<file path="src/rtl/pll_seq_pkg.sv">
// Shared types and helpers for the PLL reset sequencer and its consumers.
package pll_seq_pkg;

  localparam int MAX_PLL_OUTCLKS = 5;

  typedef enum logic [2:0] {
    S_PLLRST   = 3'd0,
    S_WAITLOCK = 3'd1,
    S_FILTER   = 3'd2,
    S_RELEASE  = 3'd3,
    S_RUN      = 3'd4,
    S_FAULT    = 3'd5
  } seq_state_t;

  // One counter serves every timed phase, so it is sized for the longest of them.
  function automatic int cnt_width(input int a, input int b, input int c, input int d);
    int m;
    m = a;
    m = (b > m) ? b : m;
    m = (c > m) ? c : m;
    m = (d > m) ? d : m;
    return $clog2(m + 1);
  endfunction

  function automatic logic [7:0] sat_inc8(input logic [7:0] v);
    return (v == 8'hFF) ? v : v + 8'd1;
  endfunction

endpackage

</file>
<file path="src/rtl/bit_sync_2ff.sv">
// Two-flop synchroniser for a single asynchronous level into refclk.
module bit_sync_2ff (
  input  logic refclk,
  input  logic rst,
  input  logic d,
  output logic q
);

  logic meta;

  // First stage may go metastable; second stage gives it a full cycle to settle.
  always_ff @(posedge refclk) begin
    if (rst) begin
      meta <= 1'b0;
      q    <= 1'b0;
    end else begin
      meta <= d;
      q    <= meta;
    end
  end

endmodule

</file>
<file path="src/rtl/pll_reset_sequencer.sv">
// Supervises one PLL: pulses its reset, waits for filtered lock with bounded retries,
// then releases per-output-clock resets one by one and re-sequences on lock loss.
module pll_reset_sequencer
  import pll_seq_pkg::*;
#(
  parameter int NUM_CLOCKS   = 2,
  parameter int RESET_PULSE  = 16,
  parameter int LOCK_TIMEOUT = 1048576,
  parameter int LOCK_FILTER  = 1024,
  parameter int STAGGER      = 64,
  parameter int MAX_RETRY    = 7
) (
  input  logic                  refclk,
  input  logic                  rst,
  input  logic                  restart,
  input  logic                  pll_locked,
  output logic                  pll_rst,
  output logic [NUM_CLOCKS-1:0] chan_rst,
  output logic                  ready,
  output logic                  fault,
  output logic [3:0]            retry_count,
  output logic [7:0]            loss_count
);

  localparam int CW = cnt_width(LOCK_TIMEOUT, LOCK_FILTER, RESET_PULSE, STAGGER);
  localparam int IW = (NUM_CLOCKS > 1) ? $clog2(NUM_CLOCKS) : 1;

  localparam logic [CW-1:0]         PULSE_LAST   = CW'(RESET_PULSE - 1);
  localparam logic [CW-1:0]         TIMEOUT_LAST = CW'(LOCK_TIMEOUT - 1);
  localparam logic [CW-1:0]         FILTER_LAST  = CW'(LOCK_FILTER - 1);
  localparam logic [CW-1:0]         STAGGER_LAST = CW'(STAGGER - 1);
  localparam logic [IW-1:0]         IDX_LAST     = IW'(NUM_CLOCKS - 1);
  localparam logic [3:0]            RETRY_MAX    = 4'(MAX_RETRY);
  localparam logic [NUM_CLOCKS-1:0] ALL_ONES     = {NUM_CLOCKS{1'b1}};
  localparam logic [NUM_CLOCKS-1:0] BIT0         = NUM_CLOCKS'(1);

  seq_state_t            state, state_nxt;
  logic [CW-1:0]         cnt, cnt_nxt;
  logic [IW-1:0]         idx, idx_nxt;
  logic                  pll_rst_nxt, ready_nxt, fault_nxt;
  logic [NUM_CLOCKS-1:0] chan_rst_nxt;
  logic [3:0]            retry_nxt;
  logic [7:0]            loss_nxt;
  logic                  lk;
  logic                  lost;

  bit_sync_2ff u_lock_sync (
    .refclk (refclk),
    .rst    (rst),
    .d      (pll_locked),
    .q      (lk)
  );

  assign lost = !lk && ((state == S_RELEASE) || (state == S_RUN));

  // Next-state and next-output logic; every output is registered from these.
  always_comb begin
    state_nxt    = state;
    cnt_nxt      = cnt;
    idx_nxt      = idx;
    pll_rst_nxt  = pll_rst;
    chan_rst_nxt = chan_rst;
    ready_nxt    = ready;
    fault_nxt    = fault;
    retry_nxt    = retry_count;
    loss_nxt     = loss_count;
    if (restart) begin
      state_nxt    = S_PLLRST;
      cnt_nxt      = '0;
      idx_nxt      = '0;
      pll_rst_nxt  = 1'b1;
      chan_rst_nxt = ALL_ONES;
      ready_nxt    = 1'b0;
      fault_nxt    = 1'b0;
      retry_nxt    = 4'd0;
    end else if (lost) begin
      state_nxt    = S_PLLRST;
      cnt_nxt      = '0;
      idx_nxt      = '0;
      pll_rst_nxt  = 1'b1;
      chan_rst_nxt = ALL_ONES;
      ready_nxt    = 1'b0;
      loss_nxt     = sat_inc8(loss_count);
    end else begin
      case (state)
        S_PLLRST: begin
          if (cnt == PULSE_LAST) begin
            state_nxt   = S_WAITLOCK;
            cnt_nxt     = '0;
            pll_rst_nxt = 1'b0;
          end else begin
            cnt_nxt     = cnt + CW'(1);
            pll_rst_nxt = 1'b1;
          end
        end
        S_WAITLOCK: begin
          if (lk) begin
            state_nxt = S_FILTER;
            cnt_nxt   = '0;
          end else if (cnt != TIMEOUT_LAST) begin
            cnt_nxt = cnt + CW'(1);
          end else if (retry_count < RETRY_MAX) begin
            retry_nxt   = retry_count + 4'd1;
            state_nxt   = S_PLLRST;
            cnt_nxt     = '0;
            pll_rst_nxt = 1'b1;
          end else begin
            state_nxt = S_FAULT;
            fault_nxt = 1'b1;
          end
        end
        S_FILTER: begin
          // A single dropout sends us back to waiting without spending a retry.
          if (!lk) begin
            state_nxt = S_WAITLOCK;
            cnt_nxt   = '0;
          end else if (cnt == FILTER_LAST) begin
            state_nxt = S_RELEASE;
            cnt_nxt   = '0;
            idx_nxt   = '0;
          end else begin
            cnt_nxt = cnt + CW'(1);
          end
        end
        S_RELEASE: begin
          if (cnt != STAGGER_LAST) begin
            cnt_nxt = cnt + CW'(1);
          end else begin
            chan_rst_nxt = chan_rst & ~(BIT0 << idx);
            cnt_nxt      = '0;
            if (idx == IDX_LAST) begin
              state_nxt = S_RUN;
              retry_nxt = 4'd0;
            end else begin
              idx_nxt = idx + IW'(1);
            end
          end
        end
        S_RUN: begin
          ready_nxt = 1'b1;
        end
        S_FAULT: begin
          pll_rst_nxt  = 1'b0;
          chan_rst_nxt = ALL_ONES;
          ready_nxt    = 1'b0;
          fault_nxt    = 1'b1;
        end
        default: begin
          state_nxt    = S_PLLRST;
          cnt_nxt      = '0;
          idx_nxt      = '0;
          pll_rst_nxt  = 1'b1;
          chan_rst_nxt = ALL_ONES;
          ready_nxt    = 1'b0;
          fault_nxt    = 1'b0;
        end
      endcase
    end
  end

  // State, counters and registered outputs.
  always_ff @(posedge refclk) begin
    if (rst) begin
      state       <= S_PLLRST;
      cnt         <= '0;
      idx         <= '0;
      pll_rst     <= 1'b1;
      chan_rst    <= ALL_ONES;
      ready       <= 1'b0;
      fault       <= 1'b0;
      retry_count <= 4'd0;
      loss_count  <= 8'd0;
    end else begin
      state       <= state_nxt;
      cnt         <= cnt_nxt;
      idx         <= idx_nxt;
      pll_rst     <= pll_rst_nxt;
      chan_rst    <= chan_rst_nxt;
      ready       <= ready_nxt;
      fault       <= fault_nxt;
      retry_count <= retry_nxt;
      loss_count  <= loss_nxt;
    end
  end

endmodule

</file>
<file path="config.mk">
export PLATFORM = sky130hd
export DESIGN_NAME = pll_reset_sequencer
export DESIGN_NICKNAME = d
export VERILOG_FILES = /design/src/rtl/pll_seq_pkg.sv /design/src/rtl/bit_sync_2ff.sv /design/src/rtl/pll_reset_sequencer.sv
export SDC_FILE = /design/constraint.sdc
export NUM_CORES = 1
export LEC_CHECK = 0
export ABC_AREA = 0
export BUFFER_PORTS_ARGS = -buffer_cell sky130_fd_sc_hd__buf_2
export CAP_MARGIN = 40
export CORE_ASPECT_RATIO = 1.25
export CORE_UTILIZATION = 58
export CTS_CLUSTER_SIZE = 30
export DETAILED_ROUTE_END_ITERATION = 10
export GPL_ROUTABILITY_DRIVEN = 0
export GPL_TIMING_DRIVEN = 0
export MAX_ROUTING_LAYER = met4
export PLACE_DENSITY = 0.77
export SLEW_MARGIN = 20
export SYNTH_ARGS = -nofsm -noshare
export SYNTH_HDL_FRONTEND = slang
export SYNTH_SLANG_ARGS = --single-unit
</file>
<file path="constraint.sdc">
create_clock -name refclk -period 2.9 [get_ports refclk]
set_clock_uncertainty 0.1 [all_clocks]
set_input_delay 0.29 -clock refclk [delete_from_list [all_inputs] [get_ports refclk]]
set_output_delay 0.29 -clock refclk [all_outputs]
set_load 0.005 [all_outputs]
</file>
==> impl_metrics.toml <==
[status]
status = "finished clean"

[final_layout]
drive_above_1_share = 0.148
register_area_um2 = 881
multi_input_area_mm2 = 0.00133
final_nets = 310
syn_to_final_growth_pct = 12.5
diodes = 0
finish.utilization = 0.676
stdcell_area_mm2 = 0.00254
fillers = 334

[sta]
layout_min_cycle_time_ns = 2.74
fin_setup_tns_ns = 0
fin_crit_sh = 0.944
tightest_slew_ns = 0.647
relSlewSlack = 0.566
final-hold-violation-count = 0
fin_hold_ws_ns = 0.113
maxSlewViolCount = 0
setup-violations-final = 0
timing.fmax_mhz = 365

[critical_path]
arrival_ns = 2.86
crit_chain = "ha_1 -> nand3_2 -> nor3b_4 -> a21oi_1 -> or4_1 -> buf_2 -> a2111o_1 -> a21oi_1"
cp_top_family = "simple AND/OR/NAND/NOR gates"
start_kind = "flop"
critical_path_class = "flop to flop"
r2r-end = "state[0]$_SDFFE_PP0P_"
cpMostUsedCell = "a21oi_1"
slowest_delay_ns = 0.52
reg2reg_depth = 8
r2r_slack_ns = 0.16
worst_ep_required_time_ns = 3.03
crit_fanout = 9
critPathBufInv = 1
cpMaxStageDelayCell = "or4_1"
critPathCaptureType = "flop"
path_depth = 8
reg2reg_from = "cnt[0]$_SDFFE_PP0P_"

[power]
pwr-share-clk = 0.381
power_mw = 1.03
p_seq_frac = 0.589
intPower_mw = 0.811
p_sw_frac = 0.216
cellPowerDensity_mw_per_mm2 = 407
p_switching_mw = 0.223
peakVddDrop_uv = 317
combPwrFrac = 0.030
leakagePower_nw = 0.909

[logic_synthesis]
synth_cell_type_count = 52
synth-async-reset-ratio = 0
yosysWarnings = 0
synth_fp_nets = 280
synth_top_area_cell = "dfxtp_1"
syn_area_mm2 = 0.00226
ys_seq_elements = 44
ys.flop_type = "dfxtp_1"
synth-seq-area-share = 0.390
synth-edff-count = 0
avgSynthCellArea_um2 = 8.26
synthTopCellsByArea = "dfxtp_1 (39%), nand2_1 (5.0%), a21oi_1 (4.4%), nand3_1 (4.0%), nor2_1 (4.0%)"
netlist_instances = 273
netlist.area_leader.share = 0.390

[place]
dpl_cell_area_mm2 = 0.00241
dpl.hpwl_um = 3670
io_buffers = 20

[die]
die-area_mm2 = 0.00414
die_x_um = 57.8
core_area_mm2 = 0.00375
num_rows = 25
start_util = 0.601
io_pins = 21
die_y_um = 71.7

[route]
vias_per_cell = 6.26
remaining_drc_errors = 0
drtIter0Drc = 108
drt-pass1-iter-count = 5
avgRoutedWirePerCell_um = 14.9
antenna_left = 0
routed_wl_um = 5130
vias = 2155

[cts]
h-tree-depth = 2
clk_path_buf_depth = 2
clkTransAtPathRegs_ns = 0.08
cts.sinks = 44
clkLatencyLatePin_ns = 0.30
numCtsBuffers = 5
cts_tree = "yes"
postCtsHoldBufs = 0
root_buffer = "clkbuf_8"

[global_route]
grt_max_degree = 13
track_usage = 0.261
grt_antenna_before_repair = 0
grt-ovfl-total = 0
grt_pass1_wl_um = 8230
grt_pass1_vias = 1805

[worst_hold_path]
hold_depth = 2
hold_class = "input port to flop"
hold_path_end = "u_lock_sync.meta$_SDFF_PP0_"
min-delay-start = "pll_locked"

[flow_run]
drv_cap = 0
==> timing repair <==
| item | in CTS | in global routing |
|---|---|---|
| endpoints found under the hold margin | 0 | 0 |
| gates resized for setup | 1 | 7 |
| pin swaps | 0 | 1 |
| endpoints found under the setup margin | 10 | 16 |
| setup buffers | 0 | 2 |
==> final cells by class <==
| cell class | count | area share |
|---|---|---|
| sequential | 44 | 0.347 |
| clock buffer | 8 | 0.0355 |
| multi-input combinational | 212 | 0.523 |
| timing repair buffer | 23 | 0.0473 |
| buffer | 10 | 0.0172 |
| tap | 40 | 0.0197 |
| inverter | 7 | 0.0103 |
==> layout by cell type, fill, tap and decap left out, drive strengths merged, types with 2 or more instances in the layout <==
master	n
a2111oi	4
a211oi	2
a21oi	20
a31oi	4
and3	8
and4	4
buf	26
clkbuf	15
dfxtp	44
ha	3
inv	7
mux2i	6
nand2	30
nand2b	3
nand3	18
nand4	10
nor2	24
nor2b	5
nor3	6
nor3b	2
nor4	4
o21a	2
o21ai	11
o22ai	3
o311ai	3
o41ai	2
or3	7
xnor2	5
xor2	7
==> through the flow <==
step                      cells  setup slack [ns]
after CTS                   342            0.0387
final                       344             0.163
after global placement      333            -0.110
after global routing        344           -0.0259
after floorplan             273             0.386
after detailed placement    334           -0.0987
==> logic make-up after synthesis <==
logic type | Yosys count | share of synthesized area
adders and majority gates | 3 | 0.0166
AOI/OAI and AO/OA | 64 | 0.190
muxes | 6 | 0.0266
xor gates and xnor gates | 12 | 0.0466
buffers and inverters | 17 | 0.0300
and+or+nand+nor | 127 | 0.300
DFF | 44 | 0.390
==> worst max-delay path by stage <==
stage	slack (ns)	end	from
5_1_grt	-0.03	retry_count[2]$_SDFFE_PP0P_	state[0]$_SDFFE_PP0P_
4_1_cts	0.04	cnt[6]$_SDFFE_PP0P_	cnt[0]$_SDFFE_PP0P_
6_report	0.16	state[0]$_SDFFE_PP0P_	cnt[0]$_SDFFE_PP0P_
3_5_place_dp	-0.1	cnt[6]$_SDFFE_PP0P_	cnt[0]$_SDFFE_PP0P_
2_1_floorplan	0.39	state[0]$_SDFFE_PP0P_	cnt[0]$_SDFFE_PP0P_
3_3_place_gp	-0.11	cnt[6]$_SDFFE_PP0P_	cnt[0]$_SDFFE_PP0P_
==> registers in the layout (all words and copies together) (netlist names) <==
signal,cells
pll_rst,1
u_lock_sync.meta,1
loss_count,8
retry_count,4
chan_rst,2
idx,1
state,3
u_lock_sync.q,1
ready,1
cnt,21
fault,1
==> power groups by stage <==
stage                     clock (mW)  sequential (mW)  combinational, mW
after global placement             0            0.623             0.0293
after floorplan                    0            0.622             0.0191
after global routing           0.428            0.609             0.0341
after detailed placement           0            0.623             0.0296
final                          0.394            0.609             0.0310
after CTS                      0.405            0.609             0.0302
==> Yosys cell counts (2+ instances only) <==
cell type / number
a31oi_1: 4
a2111oi_0: 3
ha_1: 3
xnor2_1: 5
dfxtp_1: 44
or3_1: 7
nor2b_1: 5
a211oi_1: 2
nor4_1: 3
mux2i_1: 6
clkbuf_1: 7
o41ai_1: 2
o21ai_0: 11
xor2_1: 7
o22ai_1: 3
a21oi_1: 20
nand4_1: 10
nand2_1: 30
o311ai_0: 3
nand2b_1: 3
o21a_1: 2
nor2_1: 24
and4_1: 3
nor3_1: 6
inv_1: 7
nand3_1: 18
buf_2: 3
and3_1: 8
==> per-layer routing <==
metal	routed length, µm	vias to the layer above	GRT usage
li1	-	1078	-
met1	2310	1017	0.316
met2	2520	52	0.433
met3	212	8	0.0451
met4	80	0	0.0979
met5	0	-	-
Note: power is estimated with default switching activity, not from simulation.
